===== src/rtl/scct_counter_pkg.sv =====
// Shared constants for the SCCT counter time base.
// The widths must match the scct_channel bank fed by the counter.
package scct_counter_pkg;

  localparam int unsigned SCCT_COUNTER_CTR_WIDTH   = 32'd16;
  localparam int unsigned SCCT_COUNTER_PRESC_WIDTH = 32'd8;

endpackage


===== src/rtl/scct_counter_if.sv =====
// Register-decoder side of the SCCT counter: write strobes in, count and readback out.
interface scct_counter_if
  import scct_counter_pkg::*;
#(
  parameter int unsigned CTR_WIDTH   = SCCT_COUNTER_CTR_WIDTH,
  parameter int unsigned PRESC_WIDTH = SCCT_COUNTER_PRESC_WIDTH
);

  logic                   enable_i;
  logic                   enable_i_wen;
  logic [PRESC_WIDTH-1:0] prescaler_i;
  logic                   prescaler_i_wen;
  logic [CTR_WIDTH-1:0]   counter_i;
  logic                   counter_i_wen;
  logic                   irq_enable_i;
  logic                   irq_enable_i_wen;
  logic                   irq_status_i;
  logic                   irq_status_i_wen;

  logic [CTR_WIDTH-1:0]   counter;
  logic                   counter_changed;
  logic                   ovf_o;
  logic                   enable_o;
  logic [PRESC_WIDTH-1:0] prescaler_o;
  logic                   irq_enable_o;
  logic                   irq_status_o;

  modport master (
    output enable_i, enable_i_wen, prescaler_i, prescaler_i_wen,
           counter_i, counter_i_wen, irq_enable_i, irq_enable_i_wen,
           irq_status_i, irq_status_i_wen,
    input  counter, counter_changed, ovf_o, enable_o, prescaler_o,
           irq_enable_o, irq_status_o
  );

  modport slave (
    input  enable_i, enable_i_wen, prescaler_i, prescaler_i_wen,
           counter_i, counter_i_wen, irq_enable_i, irq_enable_i_wen,
           irq_status_i, irq_status_i_wen,
    output counter, counter_changed, ovf_o, enable_o, prescaler_o,
           irq_enable_o, irq_status_o
  );

endinterface


===== src/rtl/scct_prescaler.sv =====
// Programmable divider: raises tick once every prescaler+1 enabled cycles.
// restart re-phases the divider so the next tick comes a full period later.
module scct_prescaler
  import scct_counter_pkg::*;
#(
  parameter int unsigned PRESC_WIDTH = SCCT_COUNTER_PRESC_WIDTH
) (
  input  logic                   clk,
  input  logic                   rst,
  input  logic                   enable,
  input  logic [PRESC_WIDTH-1:0] prescaler,
  input  logic                   restart,
  output logic                   tick
);

  logic [PRESC_WIDTH-1:0] presc_cnt_r;

  assign tick = enable && (presc_cnt_r == prescaler);

  // Phase counter: cleared on restart, when idle, or at the end of each period
  always_ff @(posedge clk) begin
    if (rst) begin
      presc_cnt_r <= {PRESC_WIDTH{1'b0}};
    end else if (restart || !enable || tick) begin
      presc_cnt_r <= {PRESC_WIDTH{1'b0}};
    end else begin
      presc_cnt_r <= presc_cnt_r + {{(PRESC_WIDTH-1){1'b0}}, 1'b1};
    end
  end

endmodule


===== src/rtl/scct_counter.sv =====
// SCCT time base: prescaled free-running counter shared by the channel bank,
// with overflow pulse, overflow IRQ and register readback.
module scct_counter
  import scct_counter_pkg::*;
#(
  parameter int unsigned CTR_WIDTH   = SCCT_COUNTER_CTR_WIDTH,
  parameter int unsigned PRESC_WIDTH = SCCT_COUNTER_PRESC_WIDTH
) (
  input  logic           clk,
  input  logic           rst,
  scct_counter_if.slave  bus
);

  logic                   enable_r;
  logic [PRESC_WIDTH-1:0] prescaler_r;
  logic                   irq_enable_r;
  logic                   irq_status_r;
  logic                   ovf_pend_r;
  logic [CTR_WIDTH-1:0]   counter_r;
  logic                   changed_r;
  logic                   ovf_r;

  logic                   tick_s;
  logic                   restart_s;
  logic                   clear_s;
  logic                   wrap_s;

  assign restart_s = bus.enable_i_wen || bus.prescaler_i_wen || bus.counter_i_wen;
  assign clear_s   = bus.irq_status_i_wen && bus.irq_status_i;
  // A software load suppresses the tick, so it can never flag an overflow
  assign wrap_s    = tick_s && !bus.counter_i_wen && (counter_r == {CTR_WIDTH{1'b1}});

  scct_prescaler #(
    .PRESC_WIDTH (PRESC_WIDTH)
  ) u_prescaler (
    .clk       (clk),
    .rst       (rst),
    .enable    (enable_r),
    .prescaler (prescaler_r),
    .restart   (restart_s),
    .tick      (tick_s)
  );

  // Control registers written by the decoder
  always_ff @(posedge clk) begin
    if (rst) begin
      enable_r     <= 1'b0;
      prescaler_r  <= {PRESC_WIDTH{1'b0}};
      irq_enable_r <= 1'b0;
    end else begin
      if (bus.enable_i_wen)     enable_r     <= bus.enable_i;
      if (bus.prescaler_i_wen)  prescaler_r  <= bus.prescaler_i;
      if (bus.irq_enable_i_wen) irq_enable_r <= bus.irq_enable_i;
    end
  end

  // Counter with change and overflow pulses; load beats a coincident tick
  always_ff @(posedge clk) begin
    if (rst) begin
      counter_r <= {CTR_WIDTH{1'b0}};
      changed_r <= 1'b0;
      ovf_r     <= 1'b0;
    end else if (bus.counter_i_wen) begin
      counter_r <= bus.counter_i;
      changed_r <= 1'b0;
      ovf_r     <= 1'b0;
    end else if (tick_s) begin
      counter_r <= counter_r + {{(CTR_WIDTH-1){1'b0}}, 1'b1};
      changed_r <= 1'b1;
      ovf_r     <= wrap_s;
    end else begin
      changed_r <= 1'b0;
      ovf_r     <= 1'b0;
    end
  end

  // Overflow interrupt: a wrap coincident with a clear keeps the event pending
  always_ff @(posedge clk) begin
    if (rst) begin
      ovf_pend_r   <= 1'b0;
      irq_status_r <= 1'b0;
    end else begin
      if (wrap_s) begin
        ovf_pend_r <= 1'b1;
      end else if (clear_s) begin
        ovf_pend_r <= 1'b0;
      end
      irq_status_r <= clear_s ? 1'b0 : (irq_enable_r && ovf_pend_r);
    end
  end

  assign bus.counter         = counter_r;
  assign bus.counter_changed = changed_r;
  assign bus.ovf_o           = ovf_r;
  assign bus.enable_o        = enable_r;
  assign bus.prescaler_o     = prescaler_r;
  assign bus.irq_enable_o    = irq_enable_r;
  assign bus.irq_status_o    = irq_status_r;

endmodule


===== src/flat_wrapper.sv =====
// flat-port wrapper written by rule: the top's interface ports become plain ports
module scct_counter_flat import scct_counter_pkg::*;
#(
  parameter int unsigned CTR_WIDTH   = SCCT_COUNTER_CTR_WIDTH,
  parameter int unsigned PRESC_WIDTH = SCCT_COUNTER_PRESC_WIDTH
)
  (clk, rst, bus_enable_i, bus_enable_i_wen, bus_prescaler_i, bus_prescaler_i_wen, bus_counter_i, bus_counter_i_wen, bus_irq_enable_i, bus_irq_enable_i_wen, bus_irq_status_i, bus_irq_status_i_wen, bus_counter, bus_counter_changed, bus_ovf_o, bus_enable_o, bus_prescaler_o, bus_irq_enable_o, bus_irq_status_o);
  scct_counter_if #(.CTR_WIDTH(CTR_WIDTH), .PRESC_WIDTH(PRESC_WIDTH)) bus_i ();
  input  logic clk;
  input  logic rst;
  input wire logic [$bits(bus_i.enable_i)-1:0] bus_enable_i;
  input wire logic [$bits(bus_i.enable_i_wen)-1:0] bus_enable_i_wen;
  input wire logic [$bits(bus_i.prescaler_i)-1:0] bus_prescaler_i;
  input wire logic [$bits(bus_i.prescaler_i_wen)-1:0] bus_prescaler_i_wen;
  input wire logic [$bits(bus_i.counter_i)-1:0] bus_counter_i;
  input wire logic [$bits(bus_i.counter_i_wen)-1:0] bus_counter_i_wen;
  input wire logic [$bits(bus_i.irq_enable_i)-1:0] bus_irq_enable_i;
  input wire logic [$bits(bus_i.irq_enable_i_wen)-1:0] bus_irq_enable_i_wen;
  input wire logic [$bits(bus_i.irq_status_i)-1:0] bus_irq_status_i;
  input wire logic [$bits(bus_i.irq_status_i_wen)-1:0] bus_irq_status_i_wen;
  output wire logic [$bits(bus_i.counter)-1:0] bus_counter;
  output wire logic [$bits(bus_i.counter_changed)-1:0] bus_counter_changed;
  output wire logic [$bits(bus_i.ovf_o)-1:0] bus_ovf_o;
  output wire logic [$bits(bus_i.enable_o)-1:0] bus_enable_o;
  output wire logic [$bits(bus_i.prescaler_o)-1:0] bus_prescaler_o;
  output wire logic [$bits(bus_i.irq_enable_o)-1:0] bus_irq_enable_o;
  output wire logic [$bits(bus_i.irq_status_o)-1:0] bus_irq_status_o;
  assign bus_i.enable_i = bus_enable_i;
  assign bus_i.enable_i_wen = bus_enable_i_wen;
  assign bus_i.prescaler_i = bus_prescaler_i;
  assign bus_i.prescaler_i_wen = bus_prescaler_i_wen;
  assign bus_i.counter_i = bus_counter_i;
  assign bus_i.counter_i_wen = bus_counter_i_wen;
  assign bus_i.irq_enable_i = bus_irq_enable_i;
  assign bus_i.irq_enable_i_wen = bus_irq_enable_i_wen;
  assign bus_i.irq_status_i = bus_irq_status_i;
  assign bus_i.irq_status_i_wen = bus_irq_status_i_wen;
  assign bus_counter = bus_i.counter;
  assign bus_counter_changed = bus_i.counter_changed;
  assign bus_ovf_o = bus_i.ovf_o;
  assign bus_enable_o = bus_i.enable_o;
  assign bus_prescaler_o = bus_i.prescaler_o;
  assign bus_irq_enable_o = bus_i.irq_enable_o;
  assign bus_irq_status_o = bus_i.irq_status_o;
  scct_counter #(.CTR_WIDTH(CTR_WIDTH), .PRESC_WIDTH(PRESC_WIDTH)) u_core (.clk(clk), .rst(rst), .bus(bus_i));
endmodule

===== config.mk =====
export PLATFORM = sky130hd
export DESIGN_NAME = scct_counter_flat
export DESIGN_NICKNAME = d
export VERILOG_FILES = /design/src/rtl/scct_counter_pkg.sv /design/src/rtl/scct_counter_if.sv /design/src/rtl/scct_prescaler.sv /design/src/rtl/scct_counter.sv /design/src/flat_wrapper.sv
export SDC_FILE = /design/constraint.sdc
export NUM_CORES = 1
export LEC_CHECK = 0
export ABC_AREA = 1
export CAP_MARGIN = 5
export CORE_MARGIN = 5
export CORE_UTILIZATION = 30
export DETAILED_ROUTE_END_ITERATION = 7
export PLACE_DENSITY = 0.64
export SYNTH_ARGS = -nofsm -noshare
export SYNTH_HDL_FRONTEND = slang
export SYNTH_HIERARCHICAL = 1
export SYNTH_SLANG_ARGS = --single-unit

===== constraint.sdc =====
create_clock -name clk -period 2.25 [get_ports clk]
set_input_delay 0.225 -clock clk [delete_from_list [all_inputs] [get_ports clk]]
set_output_delay 0.225 -clock clk [all_outputs]
set_load 0.02 [all_outputs]

# --- Word-level counts from Yosys, hierarchy flattened ---
# Index checks and enable logic that the tools add are counted.
word_totals:
  ff_bits: 38
  latch_bits: 0
  ram_bits: 0
  rom_bits: 0
  memories: 0
op_classes:
  addsub: 2
  multipliers: 0
  n_div: 0
  n_lt_le_gt_ge: 0
  eq_ne: 2
  n_shift: 0
  muxes: 5
  bitwise_logic: 1
  n_reduce_logical: 17
ops:
  columns: ["operator", "n"]
  rows:
  - ["$mux 16", 2]
  - ["$add 16x1->16 const B", 1]
  - ["$eq 16x16->1 const B", 1]
  - ["$add 8x1->8 const B", 1]
  - ["$eq 8x8->1", 1]
  - ["$reduce_or 2->1", 3]
  - ["$logic_and 1x1->1", 5]
  - ["$logic_or 1x1->1", 4]
  - ["$reduce_bool 2->1", 2]
  - ["$mux 1", 3]
  - ["$reduce_or 3->1", 1]
  - ["$logic_not 1->1", 2]
  - ["$not 1->1", 1]

# --- Depth between registers and ports, before layout ---
depth:
  depth_word: 5
  depth_mapped: 12
  depth_no_buf: 12

# --- Cells and area by module ---
# Netlist, hierarchy kept.
by_module_without_submodules:
  columns: ["mod", "n_inst", "cells_each", "area_per_inst_um2", "seq_area_each_um2"]
  rows:
  - ["scct_counter", 1, 212, 1501.4, 600.6]
  - ["scct_prescaler", 1, 88, 534.3, 160.2]

# --- Worst setup path before layout ---
# No wires, ideal clock.
synth_timing:
  path_kind: "flip-flop to flip-flop"
  start: "register u_core.prescaler_r[3] (netlist: u_core/bus.prescaler_o[3])"
  end: "register u_core.counter_r[15] (netlist: u_core/bus.counter[15])"
  setup_ns: 0.131
  t_arrival_ns: 1.676
  t_required_ns: 2.119
  setup_slack_ns: 0.443
  path_stages_with_launch: 11
  n_path_buf: 1
  synth_period_minus_slack_ns: 1.807
  cell_sequence: "dfxtp_1 > inv_1 > nand2_1 > o21ai_0 > nor2_1 > nand2_1 > nor3_1 > nor2_2 > buf_4 > a22oi_1 > a21oi_2"
synth_via:
  elab_chain_cells: 3
synth_rtl:
  columns: ["item", "line_no", "rtl"]
  rows:
  - ["from (decl)", "scct_counter.sv:15", "logic [PRESC_WIDTH-1:0] prescaler_r;"]
  - ["from (signal assigned)", "scct_counter.sv:48", "prescaler_r <= {PRESC_WIDTH{1'b0}};"]
  - ["from (signal assigned)", "scct_counter.sv:52", "if (bus.prescaler_i_wen) prescaler_r <= bus.prescaler_i;"]
  - ["$eq 8x8->1", "scct_prescaler.sv:18", "assign tick = enable && (presc_cnt_r == prescaler);"]
  - ["$logic_and 1x1->1", "scct_prescaler.sv:18", null]
  - ["named net u_core.tick_s", "scct_counter.sv:23", "logic tick_s;"]
  - ["$reduce_bool 2->1 (no line)", null, null]
  - ["to (signal assigned)", "scct_counter.sv:60", "counter_r <= {CTR_WIDTH{1'b0}};"]
  - ["to (signal assigned)", "scct_counter.sv:64", "counter_r <= bus.counter_i;"]
  - ["to (signal assigned)", "scct_counter.sv:68", "counter_r <= counter_r + {{(CTR_WIDTH-1){1'b0}}, 1'b1};"]
  - ["to (decl)", "scct_counter.sv:19", "logic [CTR_WIDTH-1:0] counter_r;"]
# The timed path passes the listed nets, and every way through them passes these cells.
# A chain may end at the register's enable or synchronous reset.

# --- Final worst setup path ---
layout_timing:
  start: "register u_core.prescaler_r[1] (netlist: u_core/bus.prescaler_o[1])"
  end: "register u_core.counter_r[7] (netlist: u_core/bus.counter[7])"
# The elaborated chain is that of the path after synthesis.

==> metrics.md <==
| Metric | Value |
|---|---|
| Peak supply drop | `around 0.22 mV` |
| Netlist cell types | `29` |
| Most frequent cells in the layout | `nand2_1, clkdlybuf4s50_1, nor2_1, dfxtp_1, inv_1` |
| Crit path max fanout | `10` |
| Register clock-pin slew on the reported worst setup and hold paths | `0.08 ns` |
| Top cells by area, synth | `dfxtp_1, nand2_1, nor2_1` |
| Initial antenna violation count | `0` |
| Htree depth | `2` |
| CP Launch Type | `flop` |
| Post CTS Setup Buffer Count | `0` |
| Clock period minus worst slack | `2.024 ns` |
| Vias in the first global route | `between 1.5k and 2k` |
| Clk buf depth | `2` |
| Layout net count | `404` |
| Clock Root Buffer | `clkbuf_8` |
| Via count | `2063` |
| Yosys top cell area share | `between 30% and 40%` |
| Maximum number of pins on one net before global-route repair | `16` |
| DRC | `0` |
| Io pins | `63` |
| Worst slew pin tran | `0.5354 ns` |
| Synth Register Bits | `38` |
| FP Rows | `30` |
| PnR worst setup slack | `0.2265 ns` |
| Synth Warn # | `6` |
| Die X-Extent | `~92 um` |
| Leading cell type in the layout, fill and taps excluded | `nand2_1` |
| Final setup violation count | `0` |
| Port bufs | `62` |
| Routability cong. | `0.8396` |
| Mapped Nets | `about 340` |
| Post-synthesis cell count | `300` |
| Total track usage | `13.40%` |
| Hold path cells | `2` |
| Post-synthesis sequential area ratio | `37.37%` |
| Fin Setup TNS | `0 ns` |
| Slew headroom | `between 60% and 70%` |
| Worst-Skew Late Latency | `between 0.2 and 0.3 ns` |
| First-pass GRT wire length | `9273 um` |
| Antenna viol nets, final | `0` |
| CTS tree | `done` |
| Avg Inst Size Synth | `a little under 7 um^2` |
| # hold bufs at CTS | `0` |
| Final Hold Fails | `0` |
| Pre-CTS setup slack | `approximately 0.23 ns` |
| Grt total ovfl | `0` |
| Die Y | `92.38 um` |
| Cell taking the most area after synthesis | `dfxtp_1` |
| Crit share post-route | `89.93%` |
| Outcome | `finished, final reports clean` |
| Pleak | `1.098 nW` |
| Detail Placement HPWL | `approximately 4300 um` |
| Placed Area | `2763 um^2` |
| Starting density of the core | `30.47%` |
| Slew Limit Fails | `0` |
| Number of diodes | `0` |
| Smallest hold slack | `0.4651 ns` |
| Post-Place Cells | `441` |
| Via density | `between 4 and 5` |
| Worst min path class | `reg -> reg` |
| Critical Path Sink Type | `flop` |
| Mapped Area | `2036 um^2` |
| Post-route cell area | `between 2000 and 3000 um^2` |
| Share of layout cells above drive strength 1 | `7.859%` |
| FMAX | `494.2 MHz` |
| Avg WL per Cell | `12.45 um` |
| Resized Gates After CTS | `0` |
| CP required | `around 2.5 ns` |
| Initial DRT Pass Iterations | `4` |
| DIE AREA | `8533 um^2` |
| Total CTS buffers | `5` |
| # clock sinks | `38` |
| Critical path class | `reg -> reg` |
| Worst reg2reg path depth | `10` |
| Post-Layout Cell Count | `449` |
| Area Growth Syn to Fin | `40.20%` |
| Core Area | `6681 um^2` |
| Final WL | `5591 um` |
| RSZ-0062 raised after global routing | `no` |
| CP arrival | `2.23 ns` |
| Pwr dens | `525.3 nW/um^2` |
| Max-cap violations | `0` |
| Worst Skew | `0.01029 ns` |
| 1st-iter DRT viols | `between 90 and 100` |
-- Yosys cell counts (all sizes together) --
| cell type | instances |
|---|---|
| a21oi | 16 |
| a22oi | 11 |
| a31oi | 3 |
| buf | 2 |
| clkbuf | 3 |
| clkinv | 2 |
| dfxtp | 38 |
| ha | 2 |
| inv | 33 |
| nand2 | 75 |
| nand3 | 19 |
| nand4 | 4 |
| nor2 | 57 |
| nor3 | 2 |
| o21ai | 19 |
| o21bai | 1 |
| or2 | 1 |
| xnor2 | 2 |
| xor2 | 10 |
-- routing by layer --
metal / vias to the layer above / global-route usage, % / part of all wire [%]
li1: 1104 / - / -
met1: 920 / 18.19 / 47
met2: 37 / 21.57 / 48
met3: 2 / 2.681 / 4.6
met4: 0 / 3.713 / 0.72
met5: - / 0 / 0
-- state kept, by name (all words and copies together), names as in the netlist --
name                            cells
u_core/bus.enable_o                 1
u_core/bus.counter                 16
u_core/ovf_pend_r                   1
u_core/bus.prescaler_o              8
u_core/bus.counter_changed          1
u_core/bus.ovf_o                    1
u_core/bus.irq_enable_o             1
u_core/u_prescaler/presc_cnt_r      8
u_core/bus.irq_status_o             1
-- cell type report --
class | instances | area [um^2]
Clock inverter | 1 | 5.005
Multi-Input combinational cell | 222 | 1120
Sequential cell | 38 | 760.7
Fill cell | 710 | 3827
Tap cell | 80 | 100.1
Timing Repair Buffer | 66 | 650.6
Clock buffer | 7 | 86.33
Inverter | 35 | 131.4
-- critical path: stages, from the launching register on --
cell	delay, ns
dfxtp_1	0.38
inv_1	0.06
nand2_1	0.10
nand2_1	0.06
nor2_1	0.12
nand2_1	0.07
nor3_1	0.46
nand2_2	0.19
clkinv_1	0.24
nand3_1	0.12
a31oi_1	0.14
-- per-stage QoR --
| step | power, mW | utilization (%) |
|---|---|---|
| after floorplan | 0.8820 | - |
| after detailed placement | 1.037 | 41.35 |
| after CTS | 1.521 | 42.72 |
| after global routing | 1.583 | 42.72 |
| final | 1.499 | 42.72 |
| after global placement | 1.036 | 41.35 |
-- final timing paths --
check	startpoint	to	slack (ns)
min reg2reg	u_core/bus.irq_enable_o$_SDFFE_PP0P_	u_core/bus.irq_status_o$_SDFF_PP0_	0.47
min	u_core/bus.irq_enable_o$_SDFFE_PP0P_	u_core/bus.irq_status_o$_SDFF_PP0_	0.47
max reg2reg	u_core/bus.prescaler_o[1]$_SDFFE_PP0P_	u_core/bus.counter[7]$_SDFFE_PP0P_	0.23
max	u_core/bus.prescaler_o[1]$_SDFFE_PP0P_	u_core/bus.counter[7]$_SDFFE_PP0P_	0.23
-- cells by family after synthesis --
kind of cell	share of synthesized area [%]
DFF	37.37
AOI/OAI and AO/OA	14.14
buffers and inverters	7.621
adders and majority gates	1.229
and+or+nand+nor	34.48
xor gates and xnor gates	5.163
-- power by group --
part           internal (mW)  switching (mW)
logic                  0.144           0.133
registers              0.702          0.0405
clock network          0.247           0.233
Note: power is estimated with default switching activity, not from simulation.
